<file path="src/rtl/cmp_pkg.sv">
// Shared definitions for the chunked multi-cycle comparator: mode codes,
// FSM states and the mode-to-result mapping.
package cmp_pkg;

    localparam logic [2:0] CMP_EQ   = 3'd0;
    localparam logic [2:0] CMP_NE   = 3'd1;
    localparam logic [2:0] CMP_LTU  = 3'd2;
    localparam logic [2:0] CMP_LTS  = 3'd3;
    localparam logic [2:0] CMP_GEU  = 3'd4;
    localparam logic [2:0] CMP_GES  = 3'd5;
    localparam logic [2:0] CMP_EQNZ = 3'd6;
    localparam logic [2:0] CMP_RSVD = 3'd7;

    typedef enum logic [1:0] {
        S_IDLE = 2'd0,
        S_RUN  = 2'd1,
        S_DONE = 2'd2
    } state_t;

    function automatic logic mode_y(input logic [2:0] m, input logic eq,
                                    input logic lt, input logic nz);
        logic y;
        y = 1'b0;
        case (m)
            CMP_EQ:   y = eq;
            CMP_NE:   y = !eq;
            CMP_LTU,
            CMP_LTS:  y = lt;
            CMP_GEU,
            CMP_GES:  y = !lt;
            CMP_EQNZ: y = eq && nz;
            default:  y = 1'b0;
        endcase
        return y;
    endfunction

endpackage

</file>
<file path="src/rtl/cmp_chunk.sv">
// One chunk of the comparison: equality plus signed/unsigned less-than.
module cmp_chunk #(
    parameter int W = 8
) (
    input  logic [W-1:0] a,
    input  logic [W-1:0] b,
    input  logic         is_signed,
    output logic         eq,
    output logic         lt
);

    always_comb begin
        eq = (a == b);
        lt = is_signed ? ($signed(a) < $signed(b)) : (a < b);
    end

endmodule

</file>
<file path="src/rtl/cmp_seq.sv">
// Multi-cycle comparator: walks the operands CHUNK bits per cycle, MSB first,
// and finishes at the first differing chunk.
module cmp_seq
    import cmp_pkg::*;
#(
    parameter int WIDTH = 32,
    parameter int CHUNK = 8
) (
    input  logic             clk,
    input  logic             rst,
    input  logic             start,
    input  logic [WIDTH-1:0] A,
    input  logic [WIDTH-1:0] B,
    input  logic [2:0]       mode,
    output logic             busy,
    output logic             done,
    output logic             Y,
    output logic             eq,
    output logic             lt
);

    localparam int NCHUNK = WIDTH / CHUNK;
    localparam int IW     = (NCHUNK > 1) ? $clog2(NCHUNK) : 1;
    localparam logic [IW-1:0] IDX_TOP = IW'(NCHUNK - 1);

    state_t           r_state;
    logic [WIDTH-1:0] r_a, r_b;
    logic [2:0]       r_mode;
    logic [IW-1:0]    r_idx;
    logic             r_nz;
    logic             r_busy, r_done, r_y, r_eq, r_lt;

    logic [CHUNK-1:0] w_ca, w_cb;
    logic             w_signed, w_ceq, w_clt, w_nz_final;

    assign w_ca = CHUNK'(r_a >> (int'(r_idx) * CHUNK));
    assign w_cb = CHUNK'(r_b >> (int'(r_idx) * CHUNK));
    // Only the sign-carrying top chunk is compared signed.
    assign w_signed   = (r_idx == IDX_TOP) && (r_mode == CMP_LTS || r_mode == CMP_GES);
    assign w_nz_final = r_nz | (|w_ca);

    cmp_chunk #(.W(CHUNK)) u_chunk (
        .a         (w_ca),
        .b         (w_cb),
        .is_signed (w_signed),
        .eq        (w_ceq),
        .lt        (w_clt)
    );

    always_ff @(posedge clk or posedge rst) begin
        if (rst) begin
            r_state <= S_IDLE;
            r_a     <= '0;
            r_b     <= '0;
            r_mode  <= CMP_EQ;
            r_idx   <= '0;
            r_nz    <= 1'b0;
            r_busy  <= 1'b0;
            r_done  <= 1'b0;
            r_y     <= 1'b0;
            r_eq    <= 1'b0;
            r_lt    <= 1'b0;
        end else begin
            case (r_state)
                S_IDLE, S_DONE: begin
                    r_done <= 1'b0;
                    if (start) begin
                        r_a     <= A;
                        r_b     <= B;
                        r_mode  <= mode;
                        r_idx   <= IDX_TOP;
                        r_nz    <= 1'b0;
                        r_busy  <= 1'b1;
                        r_state <= S_RUN;
                    end else begin
                        r_state <= S_IDLE;
                    end
                end
                S_RUN: begin
                    if (!w_ceq) begin
                        r_eq    <= 1'b0;
                        r_lt    <= w_clt;
                        r_y     <= mode_y(r_mode, 1'b0, w_clt, 1'b0);
                        r_busy  <= 1'b0;
                        r_done  <= 1'b1;
                        r_state <= S_DONE;
                    end else if (r_idx != '0) begin
                        r_nz  <= w_nz_final;
                        r_idx <= r_idx - 1'b1;
                    end else begin
                        r_eq    <= 1'b1;
                        r_lt    <= 1'b0;
                        r_y     <= mode_y(r_mode, 1'b1, 1'b0, w_nz_final);
                        r_busy  <= 1'b0;
                        r_done  <= 1'b1;
                        r_state <= S_DONE;
                    end
                end
                default: r_state <= S_IDLE;
            endcase
        end
    end

    assign busy = r_busy;
    assign done = r_done;
    assign Y    = r_y;
    assign eq   = r_eq;
    assign lt   = r_lt;

endmodule
</file>
<file path="config.mk">
export PLATFORM = sky130hd
export DESIGN_NAME = cmp_seq
export DESIGN_NICKNAME = d
export VERILOG_FILES = /design/src/rtl/cmp_pkg.sv /design/src/rtl/cmp_chunk.sv /design/src/rtl/cmp_seq.sv
export SDC_FILE = /design/constraint.sdc
export NUM_CORES = 1
export LEC_CHECK = 0
export ABC_AREA = 1
export CORE_ASPECT_RATIO = 1.2
export CORE_UTILIZATION = 52
export DETAILED_ROUTE_END_ITERATION = 12
export PLACE_DENSITY_LB_ADDON = 0.1
export SYNTH_ARGS = -nofsm -noshare
export SYNTH_HDL_FRONTEND = slang
export SYNTH_SLANG_ARGS = --single-unit
</file>
<file path="constraint.sdc">
create_clock -name clk -period 3.2 [get_ports clk]
set_input_delay 0.32 -clock clk [delete_from_list [all_inputs] [get_ports clk]]
set_output_delay 0.32 -clock clk [all_outputs]
set_load 0.02 [all_outputs]
</file>
# Yosys cells after proc, flatten, opt, wreduce, memory -nomap -nowiden
# Cells that the tools add are included.
[word_totals] register_bits=77 out_inout_bits=5 word_cells=75
[op_classes] addsub=1 order_cmp=2 n_eq_ne=15 n_shift=2 n_mux=26 bitwise_logic=1 n_reduce_logical=17
[ops] operator="32-bit by 5-bit right shift with 8-bit output" count=2
[ops] operator="8-bit less-than comparator" count=2
[ops] operator="1-bit two-way mux" count=14
[ops] operator="2-bit two-way mux" count=5
[ops] operator="3-bit == test (second input constant)" count=3
[ops] operator="8-bit == test" count=1
[ops] operator="2-bit != test (second input constant)" count=4
[ops] operator="1-bit one-hot mux with 2 select lines" count=4
[ops] operator="2-bit one-hot mux with 2 select lines" count=2
[ops] operator="8-bit OR reduction" count=1
[ops] operator="3-bit by 2-bit == test with 1-bit output (second input constant)" count=2
[ops] operator="2-bit AND reduction" count=3
[ops] operator="2-bit OR reduction" count=3
[ops] operator="2-bit == test (second input constant)" count=2
[ops] operator="4-bit AND reduction" count=1
[ops] operator="2-bit nonzero test" count=2
[ops] operator="3-bit by 1-bit == test with 1-bit output (second input constant)" count=1
[ops] operator="3-bit zero test" count=1
[ops] operator="3-bit != test (second input constant)" count=1
[ops] operator="1-bit one-hot mux with 3 select lines" count=1
[ops] operator="3-bit AND reduction" count=1
[ops] operator="3-bit OR reduction" count=1
[ops] operator="2-bit by 1-bit == test with 1-bit output (second input constant)" count=1
[ops] operator="2-bit zero test" count=1
[ops] operator="other kinds (5)" count=5

# Depth between registers and ports, before layout
# Gate-level depths: netlist of the first run.
[depth] word_depth=7 mapped_depth=21 depth_no_buf=18

# Hierarchy
# From an unflattened synthesis of the first run, not the netlist that was laid out.
[hier_totals] hier_cells=497 hier_area_um2=3772.4
[by_module_without_submodules] module="cmp_seq" instances=1 cells_per_inst=455 area_each_um2=3532.1
[by_module_without_submodules] module="cmp_chunk" instances=1 cells_per_inst=42 area_each_um2=240.2

# Worst setup path before layout of the first run
# No wires, ideal clock.
[synth_timing] path_kind="flip-flop to flip-flop" from="reg r_idx[0]" to="reg r_y (netlist: Y)" setup_time_ns=0.122 arrival_time_ns=2.437 required_ns=3.078 path_slack_ns=0.641 path_stages_with_launch=18 path_buffers=4 cell_sequence="dfrtp_1 buf_6 inv_4 buf_6 buf_4 buf_2 nand2_1 a32o_1 ha_1 nand2_1 nor2_4 nand4_4 nor3_4 inv_2 nand2_2 inv_1 nor2_1 a21oi_1"
[synth_between] elab_chain_len=6
[synth_rtl] item="start, declared" line_no="cmp_seq.sv:29" text="logic [IW-1:0] r_idx;"
[synth_rtl] item="start signal, assigned" line_no="cmp_seq.sv:89" text="r_idx <= r_idx - 1'b1;"
[synth_rtl] item="32-bit by 5-bit right shift with 8-bit output (tied with other cells)" line_no="cmp_seq.sv:36" text="assign w_ca = CHUNK'(r_a >> (int'(r_idx) * CHUNK));"
[synth_rtl] item="8-bit less-than comparator (tied with other cells)" line_no="cmp_chunk.sv:14" text="lt = is_signed ? ($signed(a) < $signed(b)) : (a < b);"
[synth_rtl] item="1-bit two-way mux / 1-bit bitwise OR (equally long branches)" line_no="cmp_chunk.sv:14, cmp_seq.sv:40"
[synth_rtl] item="1-bit zero test / 1-bit one-hot mux with 2 select lines (equally long branches)" line_no="cmp_pkg.sv:30, cmp_pkg.sv:24"
[synth_rtl] item="1-bit one-hot mux with 3 select lines / 1-bit two-way mux (equally long branches)" line_no="cmp_pkg.sv:24, cmp_seq.sv:87"
[synth_rtl] item="1-bit two-way mux" line_no="cmp_seq.sv:80" text="if (!w_ceq) begin"
[synth_rtl] item="end signal, assigned" line_no="cmp_seq.sv:83" text="r_y <= mode_y(r_mode, 1'b0, w_clt, 1'b0);"
[synth_rtl] item="end signal, assigned" line_no="cmp_seq.sv:93" text="r_y <= mode_y(r_mode, 1'b1, 1'b0, w_nz_final);"
[synth_rtl] item="end, declared" line_no="cmp_seq.sv:31" text="logic r_busy, r_done, r_y, r_eq, r_lt;"
# Several ways; a longest one is shown, not always the timed one. The select of a mux whose other input is x is not followed.
# A chain may end at the register's enable or synchronous reset.

# Worst setup path in the final report of the first run
[layout_timing] from="reg r_idx[1]" to="reg r_y (netlist: Y)"
# The elaborated chain is that of the path after synthesis.

==> results of run 1 <==
[stage by stage]
step                power (mW)  instances  area [µm²]  worst slack (ns)  hold slack [ns]
CTS                       3.06        650        4810             0.537            0.425
finish                    3.03        650        4810             0.531            0.398
global placement          2.29        635        4610             0.656            0.463
floorplan                 2.03        492        3820             0.641            0.430
detailed placement        2.31        635        4610             0.562            0.465
global route              3.26        650        4810             0.250            0.493
[kinds of logic (layout without fill, tap and decap cells)]
kind of cell,count (synthesis),count (layout),synth area share (%)
buffers and inverters,49,120,5.92
AO/OA/AOI/OAI,36,36,6.05
adder cells (fa/ha/maj),12,12,3.93
flip-flops,77,77,50.4
XOR/XNOR,1,1,0.229
AND/OR/NAND/NOR,317,317,33.5
[state kept, by name, summed over array words and instances, names as in the netlist]
register  cells
busy          1
done          1
eq            1
r_state       2
r_b          32
r_a          32
lt            1
r_nz          1
r_idx         2
r_mode        3
Y             1
[cell usage after synthesis (all sizes together)]
library cell	number
a21o	1
a21oi	12
a31oi	1
a32o	7
buf	13
clkbuf	10
dfrtp	77
ha	12
inv	26
nand2	280
nand3	21
nand4	1
nor2	13
nor3	2
o211ai	1
o21ai	13
o22ai	1
xor2	1
[metal layers]
| layer | track usage [%] | wire, µm |
|---|---|---|
| met1 | 31.5 | 3780 |
| met5 | 0 | 0 |
| met3 | 3.70 | 340 |
| met2 | 43.6 | 4270 |
| met4 | 10.9 | 180 |
[worst max-delay path, stage by stage (launching register included)]
cell     delay, ns
dfrtp_1       0.38
inv_1         0.53
a21oi_1       0.10
a32o_1        0.24
ha_1          0.31
nand2_1       0.10
nor2_4        0.15
nand4_4       0.12
nor3_4        0.20
inv_2         0.07
nand2_2       0.12
inv_1         0.08
nor2_1        0.09
a21oi_1       0.04
[final cells by class]
cell class	instances	area, µm²	share of cell area, %
Timing Repair Buffer	79	803	16.7
Inverter	26	100	2.08
Tap cell	87	109	2.26
Multi-Input combinational cell	366	1670	34.8
Clock inverter	5	60.1	1.25
Sequential cell	77	1930	40.1
Clock buffer	10	138	2.86
[power by group through the flow]
stage / Clock (mW) / Combinational (mW) / Sequential (mW)
after floorplan: 0 / 0.811 / 1.22
after global placement: 0 / 1.06 / 1.23
after detailed placement: 0 / 1.08 / 1.23
after CTS: 0.752 / 1.09 / 1.21
after global routing: 0.783 / 1.25 / 1.23
final: 0.737 / 1.08 / 1.22
[worst max path at each step]
stage	start	endpoint	depth (start not counted)
6_report	r_idx[1]	Y	13
5_1_grt	r_idx[1]	Y	13
4_1_cts	r_idx[1]	Y	13
3_5_place_dp	r_idx[1]	Y	13
3_3_place_gp	r_idx[1]	Y	14
2_1_floorplan	r_idx[0]	Y	17
==> results.txt, run 1 <==
Hold Path Class: in -> async
Crit path DAT: 2.92 ns
Clock transition at path regs: 0.08 ns
Leak: 2.49 nW
R2R Setup Slk: 0.53 ns
Initial antenna violation count: 0
Fillers: 602
Worst skew pair latency: 0.36 ns
Vias: 3,296
Vias/cell: 5.07
Tmin final: 2.67 ns
DR iter-0 viols: 144
Final worst clock skew: 0.00951 ns
Power Density: 630 mW/mm²
Maximum capacitance violations: 0
CTS max path bufs: 2
Syn Inst Count: 492
Top cell type's share of synthesized area: 50.4%
Final #Nets: 641
CORE AREA: 0.00698 mm²
Port bufs: 74
Area leader, netlist: dfrtp_1
Clock Sinks: 77
Flop pwr share: 40.1%
H-tree lvl count: 3
Post-Syn Nets: 574
Gpl congestion: 0.875
Post-cts sizing count: 0
Fin util: 68.9%
Seq cells post-synth: 77
Hold Vio Cnt, Final: 0
Post-CTS Setup Repair Bufs: 0
Layout Area Growth over Synthesis: 25.8%
# rows: 33
Req. time, crit path: 3.45 ns
DR pass1 iterations: 4
Detailed placer's ending HPWL: 6170 µm
Ant. Diodes: 0
Crit share post-route: 83.4%
Setup tns final: 0 ns
Layout cell share with drive strength beyond 1: 6.93%
I/O Pins: 75
Root Driver: clkbuf_8
Relative slew slack: 50.9%
Register area share after synthesis: 50.4%
RSZ-0062 raised after global routing: no
Worst-margin pin slew: 0.735 ns
Routed WL: 8570 µm
First-pass GRT wire length: 14,600 µm
Status: finished clean
Crit-path max FO: 24
Final Setup Violations: 0
Die area: 0.00770 mm²
Synth area leaders: dfrtp_1 (50%), nand2_1 (27%), ha_1 (3.9%)
Reg-to-reg critical path startpoint: r_idx[1]
Mapped cell area: 0.00382 mm²
Syn Area/Cell: 7.77 µm²
Fin. max-slew vios: 0
CTS Hold Bufs: 0
Starting Density: 54.8%
Reg2reg path depth: 13
Capturing point of the worst reg2reg path: Y
Max rail drop VDD: 0.000411 V
Clk pwr share: 24.3%
Yosys warns: 0
Global route total overflow: 0
NetSw: 1.11 mW
Antenna-violating nets left: 0
Most common cell after layout, fill and taps aside: nand2_1
Worst Setup Start Kind: flop
DRC violations left: 0
Overall routing resource usage: 25.2%
Setup CP Type: reg -> reg
Chip Height: 95.9 µm
Clock buffer count from CTS: 9
Net Sw Frac: 36.6%
Gate power share: 35.6%
Internal power: 1.92 mW
Number of global-route vias before repair: 3,279
CTS tree: yes
Worst setup EP type: flop
Largest net degree at the start of global routing: 64
Most frequent cells in the layout: nand2_1 (274), dfrtp_1 (77), clkdlybuf4s50_1 (74), inv_1 (21), nand3_1 (19)
Synth unique cells: 30
Chip width: 80.3 µm
Max Fclk: 375 MHz
Routed WL per cell: 13.2 µm
No activity file was read; power rests on OpenSTA's default activity.
==> inputs of run 2 (changes only) <==
==> constraint.sdc (replaced) <==
create_clock -name clk -period 2.8 [get_ports clk]
set_input_delay 0.28 -clock clk [delete_from_list [all_inputs] [get_ports clk]]
set_output_delay 0.28 -clock clk [all_outputs]
set_load 0.02 [all_outputs]
==> results.txt, run 2 (synthesis results as in run 1) <==
Clk pwr share: 25.8% (+1.5 points)
Internal power: 2.27 mW (+18%)
Tmin final: 2.51 ns (-0.163 ns)
First-pass GRT wire length: 13,800 µm (-5.7%)
Crit path top cell by count: nand2_1
Worst skew pair latency: 0.35 ns (about the same)
Final worst clock skew: 0.0137 ns (+0.00423 ns)
Reg2reg path depth: 15 (+2)
Crit-path max FO: 14 (-42%)
Layout Area Growth over Synthesis: 26.8%
NetSw: 1.25 mW (+13%)
Clock buffer count from CTS: 9 (unchanged)
CORE AREA: 0.00698 mm² (unchanged)
Post-cts sizing count: 0 (unchanged)
Port bufs: 74 (unchanged)
CTS max path bufs: 2 (unchanged)
Vias/cell: 5.05 (-0.49%)
Clock Sinks: 77 (unchanged)
CP bufs+invs: 4 (+1)
Worst Setup Start Kind: flop
Fin. max-slew vios: 0 (unchanged)
Number of global-route vias before repair: 3,077 (-6.2%)
Slowest stage delay, CP: 0.49 ns (-0.04 ns)
Power Density: 728 mW/mm² (+15%)
I/O Pins: 75 (unchanged)
Status: finished clean
Largest net degree at the start of global routing: 45 (-30%)
Met1 Use GR: 30.4% (-1.1 points)
DRC violations left: 0 (unchanged)
Setup tns final: 0 ns (unchanged)
Die area: 0.00770 mm² (unchanged)
Routed WL: 8590 µm (+0.25%)
Initial antenna violation count: 0 (unchanged)
Reg-to-reg critical path startpoint: r_idx[0]
Setup CP Type: reg -> reg
Final #Nets: 645 (+0.62%)
Gpl congestion: 0.886 (+1.2%)
Overall routing resource usage: 23.9% (-1.3 points)
Top delay family on crit path: simple AND/OR/NAND/NOR gates
Vias: 3,305 (+0.27%)
Global route total overflow: 0 (unchanged)
Clock transition at path regs: 0.09 ns (about the same)
Largest regs: r_a: 32 flops, r_b: 32 flops, r_mode: 3 flops
Most common cell after layout, fill and taps aside: nand2_1
DR pass1 iterations: 5 (+1)
GRT busiest layer: met2
CTS tree: yes
Final Setup Violations: 0 (unchanged)
Gate power share: 34.2% (-1.4 points)
Antenna-violating nets left: 0 (unchanged)
Relative slew slack: 52.7% (+1.8 points)
Max rail drop VDD: 0.000398 V (-3.2%)
Max Fclk: 399 MHz (+6.5%)
Capturing point of the worst reg2reg path: Y
Crit path DAT: 2.75 ns (-0.17 ns)
Crit share post-route: 89.5% (+6.1 points)
Leak: 2.50 nW (+0.59%)
DR iter-0 viols: 178 (+24%)
Most frequent cells in the layout: nand2_1 (274), dfrtp_1 (76), clkdlybuf4s50_1 (74), inv_1 (21), nand3_1 (19)
Slowest-stage cell, CP: dfrtp_2
RSZ-0062 raised after global routing: no
R2R Setup Slk: 0.29 ns (-0.24 ns)
Chip Height: 95.9 µm (unchanged)
Starting Density: 54.8% (unchanged)
Hold Path Class: in -> async
Fillers: 582 (-3.3%)
Post-CTS Setup Repair Bufs: 0 (unchanged)
Hold Vio Cnt, Final: 0 (unchanged)
H-tree lvl count: 3 (unchanged)
Routed WL per cell: 13.1 µm (-0.52%)
CTS Hold Bufs: 0 (unchanged)
Flop pwr share: 40.0% (about the same)
Detailed placer's ending HPWL: 6150 µm (-0.33%)
Ant. Diodes: 0 (unchanged)
Layout cell share with drive strength beyond 1: 7.75% (+0.82 points)
Req. time, crit path: 3.05 ns (-0.40 ns)
Net Sw Frac: 35.5% (-1.1 points)
Maximum capacitance violations: 0 (unchanged)
Global routing usage on met3: 4.36% (+0.66 points)
# rows: 33 (unchanged)
Cell Chain, Critical Path: buf_4 > nand2_1 > nand3_1 > nand2_1 > inv_1 > ha_1 > nand2_1 > nor2_4 > nand4_4 > nor3_4 > inv_2 > nand2_2 > inv_1 > nor2_1 > a21oi_1
Root Driver: clkbuf_8
Met2 GRT Util: 40.0% (-3.6 points)
Worst-margin pin slew: 0.708 ns (-0.0265 ns)
Fin util: 69.5% (+0.56 points)
Worst setup EP type: flop
Chip width: 80.3 µm (unchanged)
==> run 2: cell count changes in the layout (fill, tap and decap cells not counted) <==
cell	delta
buf_4	+5
clkinv_4	-1
dfrtp_1	-1
dfrtp_2	+1
buf_12	-1
clkbuf_1	+1
clkbuf_8	-1
inv_4	-1
clkinvlp_4	+2
bufinv_16	+1
==> run 2: per-layer routing <==
layer  wire length (µm)  vias up
met5                  0        -
met1               3880     1535
li1                   -     1679
met3                358       16
met2               4180       75
met4                169        0
==> run 2: layout make-up <==
cell class                      instances  area, µm²  share of cell area [%]
Tap cell                               87        109                    2.25
Sequential cell                        77       1930                    39.8
Multi-Input combinational cell        366       1670                    34.5
Clock buffer                           10        128                    2.63
Clock inverter                          6       87.6                    1.81
Timing Repair Buffer                   83        821                    16.9
Inverter                               26        103                    2.12
==> run 2: power by group through the flow <==
stage	registers [mW]	logic, mW	clock network [mW]
after floorplan	1.39	0.927	0
after global placement	1.42	1.17	0
after detailed placement	1.42	1.20	0
after CTS	1.40	1.21	0.919
after global routing	1.43	1.38	0.968
final	1.41	1.21	0.910
==> run 2: worst max path at each step <==
stage	endpoint	startpoint	slack, ns	cells past startpoint
after floorplan	Y	r_idx[0]	0.24	17
after global placement	Y	r_idx[0]	0.39	13
after detailed placement	Y	r_idx[0]	0.25	13
after CTS	Y	r_idx[0]	0.21	13
after global routing	Y	r_idx[0]	0.08	15
final	Y	r_idx[0]	0.29	15
==> run 2: metrics by stage <==
step | instances | setup slack (ns) | power [mW] | hold WS (ns) | cell area [µm²]
finish | 655 | 0.295 | 3.53 | 0.357 | 4850
global route | 655 | 0.0751 | 3.78 | 0.437 | 4850
CTS | 655 | 0.206 | 3.53 | 0.379 | 4840
detailed placement | 639 | 0.252 | 2.62 | 0.467 | 4630
global placement | 639 | 0.388 | 2.59 | 0.467 | 4630
floorplan | 492 | 0.241 | 2.32 | 0.390 | 3820
==> inputs of run 3 (changes only) <==
--- a/config.mk
+++ b/config.mk
@@ -6,6 +6,7 @@
 export NUM_CORES = 1
 export LEC_CHECK = 0
 export ABC_AREA = 1
+export CAP_MARGIN = 20
 export CORE_ASPECT_RATIO = 1.2
 export CORE_UTILIZATION = 52
 export DETAILED_ROUTE_END_ITERATION = 12
==> results of run 3 <==
No change in the layout: final DEF, timing and power equal those of run 2.
==> RTL edit 1 (config.mk and constraints of run 2) <==
Change the parameter `CHUNK` from 8 to 4.
--- a/src/rtl/cmp_seq.sv
+++ b/src/rtl/cmp_seq.sv
@@ -5,5 +5,5 @@
 #(
     parameter int WIDTH = 32,
-    parameter int CHUNK = 8
+    parameter int CHUNK = 4
 ) (
     input  logic             clk,
Behaviour: not the same (a bounded check fails within 4 cycles, from zero or initial values and one cycle with rst high).
==> RTL edit 1 against run 2 <==
Synthesized area increased by 0.39%; worst hold slack better by 0.011 ns; critical endpoint is now eq$_DFFE_PP0P_; power rose by 27%; final area about the same; worst setup slack worse by 0.047 ns; wire length is 5.7% lower; synthesized cell count down 16%; sequential cell count up 1; sequential power increased by 25%; die area rose by 0.38%; combinational power up 54%; critical path type unchanged; highest routed layer unchanged; non-clock buffer count decreased by 1.
==> RTL edit 1: results (changes against run 2) <==
Run status
  – Outcome: finished clean

Pwr
  – VDD IR max: 0.0004443 V (+12%)
  – Switching Fraction: 0.3707 (+0.01559)
  – Comb power frac: 0.414 (+0.072)
  – P_leak: 0.002300 µW (-8.1%)
  – Sequential Power Share: 0.391 (-0.009)

Critical path
  – CP Data Arrival Time: 2.80 ns (+0.05 ns)
  – Delay-heaviest family, CP: flip-flops
  – R2r worst-path depth: 13 (-2)
  – Reg2Reg Setup Slack: 0.25 ns (-0.05 ns)
  – Reg2reg start: r_idx[1]$_DFFE_PP0P_
  – CP max FO: 19 (+5)
  – Critical path's largest stage delay: 0.53 ns (+0.04 ns)
  – Slowest CP cell: dfrtp_1
  – RR Endpoint: eq$_DFFE_PP0P_

Placement
  – Port-buffer cells: 74 (unchanged)
  – HPWL after DPL: 5.937 mm (-3.4%)
  – # placed instances: 563 (-12%)
  – RD Place Congestion: 0.8318 (-6.1%)
  – DP Area: 4638 µm² (+0.19%)
  – Post-placement setup slack: 0.2768 ns (+0.02527 ns)

Layout
  – Register Area: 1952 µm² (+1.2%)
  – Largest registers: r_a (32), r_b (32)
  – Comb_multi_in: 269 (-27%)
  – Fill cell total of the finished layout: 543 (-6.7%)
  – Seq Cell Count: 78 (+1.3%)
  – Clock buffer cells: 12 (+2)
  – Final net count: 566 (-12%)
  – Share of cells above drive strength 1: 0.1487 (+0.07121)
  – Non-clk invs: 47 (+81%)
  – Multi-input gate area: 1568 µm² (-6.3%)
  – Non-clock buffer share: 0.1704 (+0.001120)
  – Final instance area: 4846 µm² (about the same)

Clock tree
  – Htree depth: 3 (unchanged)
  – Clock root buffer master: clkbuf_8

Yosys
  – Post-synthesis compound-gate area fraction: 0.1007 (+0.04018)
  – Syn nets: 494 (-14%)
  – Mux contribution to synthesized area: 0.1258 (+0.1258)
  – Post-Synth XOR/XNOR Area: 0 (-0.002291)
  – Largest cells by area after synthesis: dfrtp_1 (51%), mux2_2 (12%), nor2_1 (6.4%)
  – Synth unique cells: 24 (-20%)
  – Most instantiated cells after synthesis: dfrtp_1 (78), nor2_1 (65), nand2_1 (63), inv_1 (45), mux2_2 (42)
  – Avg Inst Size Synth: 9.250 µm² (+19%)
  – Adder-Cell Fraction of Synth Area: 0.02934 (-0.009932)
  – Sequential area share after synthesis: 0.5085 (+0.004548)

Global routing
  – Largest net degree at the start of global routing: 46 (+2.2%)
  – GRT Total Usage: 0.2337 (-0.005283)
  – First-pass GRT wire length: 13.57 mm (-1.6%)

Detailed routing
  – Drt pass-1 iters: 4 (-1)
  – Drt wl/cell: 14.01 µm (+6.9%)
  – Initial DRC count: 174 (-2.2%)
  – Vias: 3034 (-8.2%)
  – Drt via density: 5.249 (+4.0%)

STA
  – Max-slew headroom: 0.5262 (-0.0007790)
  – Clock Skews: 0.01036 ns (-0.003377 ns)
-- RTL edit 1: per-stage QoR --
step                      utilization  hold WS (ns)  total power (µW)
after floorplan                     -        0.4305              3137
after global placement         0.6647        0.4737              3572
after detailed placement       0.6647        0.4767              3632
after CTS                      0.6945        0.3846              4513
after global routing           0.6945        0.4286              4860
final                          0.6945        0.3672              4490
-- RTL edit 1: logic make-up (layout without fill, tap and decap cells) --
logic type | count (synthesis) | count (layout)
adder cells (fa/ha/maj) | 9 | 9
multiplexers | 43 | 43
buffers and inverters | 68 | 144
flip-flops | 78 | 78
AO/OA/AOI/OAI | 70 | 70
AND/OR/NAND/NOR | 147 | 147
-- RTL edit 1: worst max path at each step --
stage,from,endpoint,slack (ns),cells past startpoint
2_1_floorplan,r_idx[0]$_DFFE_PP0P_,eq$_DFFE_PP0P_,0.44,16
3_3_place_gp,r_idx[1]$_DFFE_PP0P_,eq$_DFFE_PP0P_,0.43,13
3_5_place_dp,r_idx[1]$_DFFE_PP0P_,eq$_DFFE_PP0P_,0.28,13
4_1_cts,r_idx[1]$_DFFE_PP0P_,eq$_DFFE_PP0P_,0.27,13
5_1_grt,r_idx[1]$_DFFE_PP0P_,r_idx[2]$_DFFE_PP0P_,0.004,14
6_report,r_idx[1]$_DFFE_PP0P_,eq$_DFFE_PP0P_,0.25,13
-- RTL edit 1: layer usage --
metal / vias up / routed length, µm / share of wire / global-route usage
met1: 1456 / 3458 / 0.43 / 0.2722
met3: 16 / 325 / 0.040 / 0.05972
met5: - / 0 / 0 / 0
li1: 1487 / - / - / -
met4: 0 / 236 / 0.029 / 0.1012
met2: 75 / 4080 / 0.50 / 0.4054
==> RTL edit 2 (config.mk and constraints of run 2) <==
Made on the original files. Re-encode `state_t` (3 states) as one-hot, 3 bits wide.
--- a/src/rtl/cmp_pkg.sv
+++ b/src/rtl/cmp_pkg.sv
@@ -12,8 +12,8 @@
     localparam logic [2:0] CMP_RSVD = 3'd7;
 
-    typedef enum logic [1:0] {
-        S_IDLE = 2'd0,
-        S_RUN  = 2'd1,
-        S_DONE = 2'd2
+    typedef enum logic [2:0] {
+        S_IDLE = 3'b001,
+        S_RUN  = 3'b010,
+        S_DONE = 3'b100
     } state_t;
 
Check against the original RTL: no difference found for any inputs over 10 cycles, from zero or initial values and one cycle with rst high; not proved beyond that.
==> RTL edit 2 against run 2 <==
Synthesized cell count increased by 3.3%; first-iteration DRC count up 37%; via count up 0.61%; final area increased by 1.3%; sequential cell count rose by 1; wire length is 1.3% lower; critical path depth shrank 1; synthesized area rose by 1.8%; worst setup slack improved by 0.087 ns; sequential share of layout area about the same.
Power is not compared: it rests on default switching activity, and its combinational part moved more than twofold at a synthesized area within 25%.
==> RTL edit 2: results (changes against run 2) <==
Global routing
  – Vias in the first global route: 3343 (+8.6%)
  – GRT Total Usage: 0.2458 (+0.006903)
  – First-pass GRT wire length: 14.83 mm (+7.6%)

Layout
  – Seq/total area: 0.3976 (about the same)
  – Non-clock buffer share: 0.1640 (-0.005256)
  – Fraction of area in multi-input gates: 0.3306 (-0.01441)
  – Area grow syn2layout: 26.16%
  – Non-clk invs: 48 (+85%)
  – Largest registers: r_a (32), r_b (32)
  – Final std cells w/o fill: 670 (+2.3%)
  – Clk cell area share: 0.04814 (+0.003754)
  – Fill cell total of the finished layout: 654 (+12%)
  – Clock buffer cells: 11 (+1)
  – Plain + repair buffers: 81 (-2.4%)
  – Register Area: 1953 µm² (+1.3%)
  – Post-layout util: 0.6792 (-0.01558)
  – Share of cells above drive strength 1: 0.06724 (-0.01022)
  – Comb_multi_in: 358 (-2.2%)

Detailed routing
  – Drt wl/cell: 12.65 µm (-3.5%)
  – Initial DRC count: 243 (+37%)
  – Drt via density: 4.963 (-1.6%)
  – Drt pass-1 iters: 4 (-1)

Placement
  – HPWL after DPL: 6.227 mm (+1.3%)
  – # placed instances: 655 (+2.5%)
  – Post-placement setup slack: 0.4052 ns (+0.1537 ns)
  – RD Place Congestion: 0.8548 (-3.5%)
  – DP Area: 4676 µm² (+1.0%)

Yosys
  – Synth warn: 0 (unchanged)
  – Synth unique cells: 28 (-6.7%)
  – Most instantiated cells after synthesis: nand2_1 (232), dfrtp_1 (77), inv_1 (46), o21ai_0 (43), nand3_1 (19)
  – Syn nets: 590 (+2.8%)
  – Avg Inst Size Synth: 7.665 µm² (-1.4%)
  – Sequential area share after synthesis: 0.5016 (-0.002320)
  – Largest cells by area after synthesis: dfrtp_1 (49%), nand2_1 (22%), o21ai_0 (5.5%)

Critical path
  – CP max FO: 47 (+33)
  – Critical path's largest stage delay: 0.37 ns (-0.12 ns)
  – Slowest CP cell: buf_4
  – CP Data Arrival Time: 2.66 ns (-0.09 ns)

Run status
  – Outcome: finished clean

Clock tree
  – Clock sinks: 78 (+1.3%)
  – Worst-Skew Late Latency: 0.35 ns (about the same)
  – Max Root-Sink Buffers: 2 (unchanged)

STA
  – Clock Skews: 0.01102 ns (-0.002724 ns)
[RTL edit 2: cell types whose count changed after synthesis, sizes merged, moves of 3 or more]
cell	before	now
nand2	280	237
inv	26	48
a21oi	12	17
buf	13	16
nor2	13	18
o21ai	13	44
a32o	7	0
[RTL edit 2: power groups by stage]
stage	sequential, µW	combinational, µW	clock, µW
after global routing	2000	2860	1060
after detailed placement	1950	2460	0
after floorplan	1890	1890	0
after global placement	1950	2390	0
final	1940	2450	999
after CTS	1940	2480	1010
[RTL edit 2: worst paths after layout]
check,start,end,slack (ns),depth (start not counted)
hold reg to reg,r_a[31]$_DFFE_PP0P_,r_a[31]$_DFFE_PP0P_,0.48,2
hold / removal,rst,busy$_DFFE_PP0P_,0.32,3
setup / recovery,r_idx[0]$_DFFE_PP0P_,Y$_DFFE_PP0P_,0.38,14
max in group asynchronous,rst,r_b[22]$_DFFE_PP0P_,1.97,3
setup reg to reg,r_idx[0]$_DFFE_PP0P_,Y$_DFFE_PP0P_,0.38,14
min in group clk,A[13],r_a[13]$_DFFE_PP0P_,0.46,3
[RTL edit 2: per-layer routing]
layer,up-vias,track usage,share of wire
met5,-,0,0
met2,78,0.3853,0.49
met1,1534,0.3378,0.45
met4,0,0.1058,0.016
li1,1704,-,-
met3,9,0.03396,0.045
[RTL edit 2: kinds of logic (layout without fill, tap and decap cells)]
group | after synthesis | in the layout | synth area share
adders and majority gates | 12 | 12 | 0.03856
buffers and inverters | 72 | 144 | 0.08130
DFF | 78 | 78 | 0.5016
AOI/OAI and AO/OA | 64 | 64 | 0.08484
and+or+nand+nor | 282 | 282 | 0.2937
